$ cat config.mk
export PLATFORM = sky130hd
export DESIGN_NAME = spi_temp_ctrl
export DESIGN_NICKNAME = d
export VERILOG_FILES = /design/src/rtl/spi_temp_pkg.sv /design/src/rtl/clk_div_tick.sv /design/src/rtl/spi_temp_ctrl.sv
export SDC_FILE = /design/constraint.sdc
export NUM_CORES = 1
export LEC_CHECK = 0
export ABC_AREA = 1
export BUFFER_PORTS_ARGS = -buffer_cell sky130_fd_sc_hd__buf_2
export CAP_MARGIN = 20
export CORE_MARGIN = 2
export CORE_UTILIZATION = 60
export CTS_CLUSTER_DIAMETER = 80
export DETAILED_ROUTE_END_ITERATION = 10
export GPL_TIMING_DRIVEN = 0
export HOLD_SLACK_MARGIN = 0.06
export PLACE_DENSITY = 0.9
export SYNTH_ARGS = -nofsm -noshare
export SYNTH_HDL_FRONTEND = slang
export SYNTH_SLANG_ARGS = --single-unit
$ cat constraint.sdc
create_clock -name clk -period 1.7 [get_ports clk]
set_input_delay 0 -clock clk [delete_from_list [all_inputs] [get_ports clk]]
set_output_delay 0 -clock clk [all_outputs]
set_load 0.05 [all_outputs]
$ cat src/rtl/spi_temp_pkg.sv
// Shared types and constants for the BeMicro-SDK temperature sensor SPI master.
package spi_temp_pkg;

    typedef enum logic [2:0] {
        IDLE,
        SETUP,
        HIGH,
        LOW,
        HOLD,
        GAP
    } state_t;

    localparam int FRAME_BITS = 16;

endpackage

$ cat src/rtl/clk_div_tick.sv
// Modulo-N counter with synchronous restart; tick is high on the terminal count cycle.
module clk_div_tick #(
    parameter int N = 25
) (
    input  logic clk,
    input  logic rstN,
    input  logic restart,
    output logic tick
);

    localparam int W = (N > 1) ? $clog2(N) : 1;

    logic [W-1:0] cnt;

    assign tick = (cnt == W'(N - 1));

    always_ff @(posedge clk or negedge rstN) begin
        if (!rstN) begin
            cnt <= '0;
        end else if (restart || tick) begin
            cnt <= '0;
        end else begin
            cnt <= cnt + 1'b1;
        end
    end

endmodule

$ cat src/rtl/spi_temp_ctrl.sv
// SPI read sequencer for the temperature sensor: on request or poll tick, clocks in one
// 16-bit frame and publishes it through a holding register with a one-cycle valid strobe.
module spi_temp_ctrl
    import spi_temp_pkg::*;
#(
    parameter int CLK_DIV     = 25,
    parameter int POLL_PERIOD = 5_000_000
) (
    input  logic                  clk,
    input  logic                  rstN,
    input  logic                  start,
    input  logic                  enable,
    output logic                  spi_sck,
    output logic                  spi_csN,
    output logic                  spi_mosi,
    input  logic                  spi_miso,
    output logic [FRAME_BITS-1:0] temp,
    output logic                  temp_valid,
    output logic                  busy
);

    state_t                state;
    logic                  pending;
    logic [FRAME_BITS-1:0] shift;
    logic [4:0]            bit_cnt;
    logic                  div_tick;
    logic                  poll_tick;

    // Every non-idle state lasts one full prescaler period, so the wrap doubles as the restart.
    clk_div_tick #(.N(CLK_DIV)) u_sck_div (
        .clk     (clk),
        .rstN    (rstN),
        .restart (state == IDLE),
        .tick    (div_tick)
    );

    clk_div_tick #(.N(POLL_PERIOD)) u_poll_div (
        .clk     (clk),
        .rstN    (rstN),
        .restart (!enable),
        .tick    (poll_tick)
    );

    assign spi_mosi = 1'b0;

    always_ff @(posedge clk or negedge rstN) begin
        if (!rstN) begin
            state      <= IDLE;
            pending    <= 1'b0;
            shift      <= '0;
            bit_cnt    <= '0;
            temp       <= '0;
            temp_valid <= 1'b0;
            busy       <= 1'b0;
            spi_sck    <= 1'b0;
            spi_csN    <= 1'b1;
        end else begin
            temp_valid <= 1'b0;

            // A request arriving on the same edge that consumes pending merges into it.
            if (state == IDLE && pending) begin
                pending <= 1'b0;
            end else if (start || poll_tick) begin
                pending <= 1'b1;
            end

            case (state)
                IDLE: begin
                    if (pending) begin
                        state   <= SETUP;
                        spi_csN <= 1'b0;
                        busy    <= 1'b1;
                    end
                end
                SETUP: begin
                    if (div_tick) begin
                        state   <= HIGH;
                        spi_sck <= 1'b1;
                        shift   <= {shift[FRAME_BITS-2:0], spi_miso};
                        bit_cnt <= 5'd1;
                    end else begin
                        bit_cnt <= '0;
                    end
                end
                HIGH: begin
                    if (div_tick) begin
                        state   <= LOW;
                        spi_sck <= 1'b0;
                    end
                end
                LOW: begin
                    if (div_tick) begin
                        if (bit_cnt < 5'(FRAME_BITS)) begin
                            state   <= HIGH;
                            spi_sck <= 1'b1;
                            shift   <= {shift[FRAME_BITS-2:0], spi_miso};
                            bit_cnt <= bit_cnt + 5'd1;
                        end else begin
                            state <= HOLD;
                        end
                    end
                end
                HOLD: begin
                    if (div_tick) begin
                        state      <= GAP;
                        spi_csN    <= 1'b1;
                        temp       <= shift;
                        temp_valid <= 1'b1;
                    end
                end
                GAP: begin
                    if (div_tick) begin
                        state <= IDLE;
                        busy  <= 1'b0;
                    end
                end
                default: begin
                    state <= IDLE;
                end
            endcase
        end
    end

endmodule

==> PnR_summary.wiki <==
{| class="wikitable"
! Metric !! Value
|-
| Number of failing setup endpoints in the final timing report || 0
|-
| Overall die height || 81.2 µm
|-
| Cell area after placement || 3800 µm²
|-
| XOR/XNOR Fraction of Synth Area || 4.16%
|-
| Row count || 28
|-
| Syn Area/Cell || 8.25 µm²
|-
| Dpl ws || 0.107 ns
|-
| Largest family of logic cells by synthesized area || simple AND/OR/NAND/NOR gates
|-
| Yosys top cell by area || dfrtp_1
|-
| Buffers from clock root to sink, at most || 2
|-
| Switching part of the total power || 24.4%
|-
| Area added between synthesis and finish || 13.1%
|-
| Share of total power in combinational logic || 2.6%
|-
| FMAX || 644 MHz
|-
| Routability Congestion || 0.908
|-
| Number of antenna violations at the first check in global routing || 0
|-
| Number of flops mapped to enable cells by yosys || 0
|-
| Remaining number of nets flagged by the antenna check after routing || 0
|-
| Violation count after the first detailed-route iteration || 307
|-
| Setup clock skew after layout || 0.00925 ns
|-
| Complex-gate fraction of the synthesized area || 6.89%
|-
| Synthesized net count || 443
|-
| Peak supply drop || 0.538 mV
|-
| Detailed Place HPWL || 5000 µm
|-
| Endpoint arrival time on the critical path || 1.78 ns
|-
| Core Footprint || 5850 µm²
|-
| Kind of end point of the critical path || flop
|-
| DIE AREA || 6600 µm²
|-
| Amount of wire on met2 after detailed routing || 3500 µm
|-
| Final routed wirelength across all metal layers || 7410 µm
|-
| Power Dens Cells || 807 nW/µm²
|-
| Setup Total Neg Slack || 0 ns
|-
| Number of distinct library cells after synthesis || 29
|-
| Total count of max-transition violations in the final report || 0
|-
| Share of the cycle needed by the critical path after routing || 91.4%
|-
| Worst Path Class, Setup || reg2reg
|-
| Peak per-stage delay on the critical path || 0.42 ns
|-
| Total design power || 3270 µW
|-
| Final worst-path setup slack || 0.146 ns
|-
| Nets@finish || 482
|-
| Number of buffers inserted by port buffering || 24
|-
| Synth Register Bits || 73
|-
| Synth Area in Simple Gates || 28.5%
|-
| Net Switching || 798 µW
|-
| Critical path cell sequence || inv_1 > ha_1 > nand4_4 > inv_2 > nand2_2 > buf_4 > nand2_1 > o21ai_0
|-
| Starting density of the core || 61.2%
|-
| Standard cell with the maximum stage delay on the critical path || dfrtp_1
|-
| Class of the most critical hold timing path || in2async
|-
| H-tree depth || 3
|-
| Clock sink count || 73
|-
| Multiplexer share of the synthesized area || 0%
|-
| Yosys top cell area share || 50.3%
|-
| Ys async rst share || 100%
|-
| Via count of the first global-routing pass || 2813
|-
| # IOs || 26
|-
| Tightest Pin Transition || 0.898 ns
|-
| Sequential area share after synthesis || 51.1%
|-
| Dominant cells by area after synthesis || dfrtp_1 50%, nand2_1 12%, nor2_1 6.9%
|-
| Int Pwr || 2470 µW
|-
| Rel. slew slack || 40.2%
|-
| # DRC || 0
|-
| Number of antenna cells inserted || 0
|-
| Most common cell in the synthesized netlist || nand2_1
|-
| Data required time of the worst path || 1.93 ns
|-
| RSZ-0062 raised after global routing || false
|-
| Number of max-cap violations || 0
|-
| Adder-cell share of the synthesized area || 1.40%
|-
| Clock period minus final worst setup slack || 1.55 ns
|-
| Wire length of the first global-routing pass || 12500 µm
|-
| Synth Flop Type || dfrtp_1
|-
| Final-layout worst hold slack || 0.307 ns
|-
| Maximum fanout along the worst path || 10
|-
| Cell at the root of the clock tree || clkbuf_8
|-
| Post-synth top cells || 117 x nand2_1, 72 x dfrtp_1, 66 x nor2_1, 44 x inv_1, 27 x nand3_1
|-
| Met3 Routed Length || 403 µm
|-
| Sequential share of power || 53.6%
|-
| Number of hold violations in the final report || 0
|-
| Clock Latency Late Sink || 0.35 ns
|-
| CP startpoint kind || flop
|-
| Wire length per cell || 13.4 µm
|-
| Number of detailed-routing iterations run before antenna repair || 5
|-
| Number of standard cells after synthesis || 434
|-
| GR Overflow Total || 0
|-
| Cell family with most CP delay || flip-flops
|-
| Final instance area || 4050 µm²
|-
| Buf/Inv on CP || 3
|-
| Clock-pin transition on the worst setup and hold timing paths || 0.09 ns
|-
| Maximum number of pins on one net before global-route repair || 74
|-
| Routed length on met1 || 3270 µm
|-
| Overall fraction of global-route tracks in use || 25.0%
|-
| TritonCTS clock tree || built
|-
| Num CTS Buffers || 9
|-
| Synthesis Warnings || 0
|-
| DR vias/cell || 5.42
|-
| Die W || 81.2 µm
|-
| Top Metal Used || met4
|-
| Status || finished, final reports clean
|-
| Share of layout cells above drive strength 1 || 16.3%
|-
| Static leakage power || 0.00185 µW
|-
| Routed vias || 3000
|-
| Clock network power share || 43.8%
|-
| Netlist Area Pre-Place || 3580 µm²
|}
-- sequential cells by signal (all words and copies together) (netlist names) --
register        cells
u_poll_div.cnt     23
shift              16
temp               16
bit_cnt             5
u_sck_div.cnt       5
state               3
busy                1
pending             1
spi_csN             1
spi_sck             1
temp_valid          1
-- layout by cell type, fill, tap and decap left out, drive strengths merged --
cell,netlist,routed
clkinvlp,0,2
nand2,124,124
xnor2,4,4
a21oi,4,4
o31ai,1,1
dfstp,1,1
ha,4,4
inv,49,53
conb,1,1
nor2,75,75
o21bai,2,2
dfrtp,72,72
nand4,3,3
bufinv,0,1
nor3,2,2
clkinv,1,1
buf,10,34
dlygate4sd3,0,4
o21ai,40,40
clkbuf,0,9
nand3,28,28
xor2,13,13
-- per-layer routing --
layer	GRT usage (%)	up-vias
li1	-	1428
met1	33.8	1419
met3	4.22	30
met4	14.2	0
met5	0	-
met2	38.5	123
-- area by class of cell --
| type | instances | area, µm² |
|---|---|---|
| Buffer | 10 | 97.6 |
| Clock buffer | 9 | 124 |
| Clock inverter | 7 | 82.6 |
| Fill cell | 426 | 1800 |
| Inverter | 50 | 189 |
| Multi-Input combinational cell | 301 | 1470 |
| Sequential cell | 73 | 1830 |
| Tap cell | 75 | 93.8 |
| Timing Repair Buffer | 28 | 163 |
-- worst paths after layout --
kind	startpoint	slack [ns]	end	cells after the start
setup / recovery	u_sck_div.cnt[0]	0.15	temp[3]	8
hold / removal	rstN	0.31	u_poll_div.cnt[6]	2
setup reg to reg	u_sck_div.cnt[0]	0.15	temp[3]	8
hold reg to reg	spi_sck	0.48	spi_sck	2
max in group asynchronous	rstN	0.78	u_poll_div.cnt[0]	2
min in group clk	spi_miso	0.46	shift[0]	4
-- timing repair --
item / in CTS / in global routing
setup endpoints to repair: 0 / 22
hold buffers: 4 / 0
hold endpoints to repair: 77 / 0
resized for setup: 0 / 4
buffers inserted: 0 / 0
-- power groups by stage --
stage	clock [µW]	sequential, µW	combinational (µW)
after detailed placement	0	1790	80.8
after global routing	1510	1750	98.7
after CTS	1450	1750	88.3
after floorplan	0	1780	34.5
after global placement	0	1790	77.1
final	1430	1750	86.2
-- cell families after synthesis --
kind of cell / count (synthesis)
xor+xnor: 17
flops: 73
simple gates: 232
buf+inv: 60
compound gates: 47
fa+ha+maj: 4
other cells: 1
-- through the flow --
step | std cells | utilization (%)
after global routing | 553 | 69.2
after CTS | 553 | 69.1
after global placement | 533 | 64.8
after detailed placement | 533 | 64.9
final | 553 | 69.2
after floorplan | 434 | -
(Power assumes the default switching activity.)
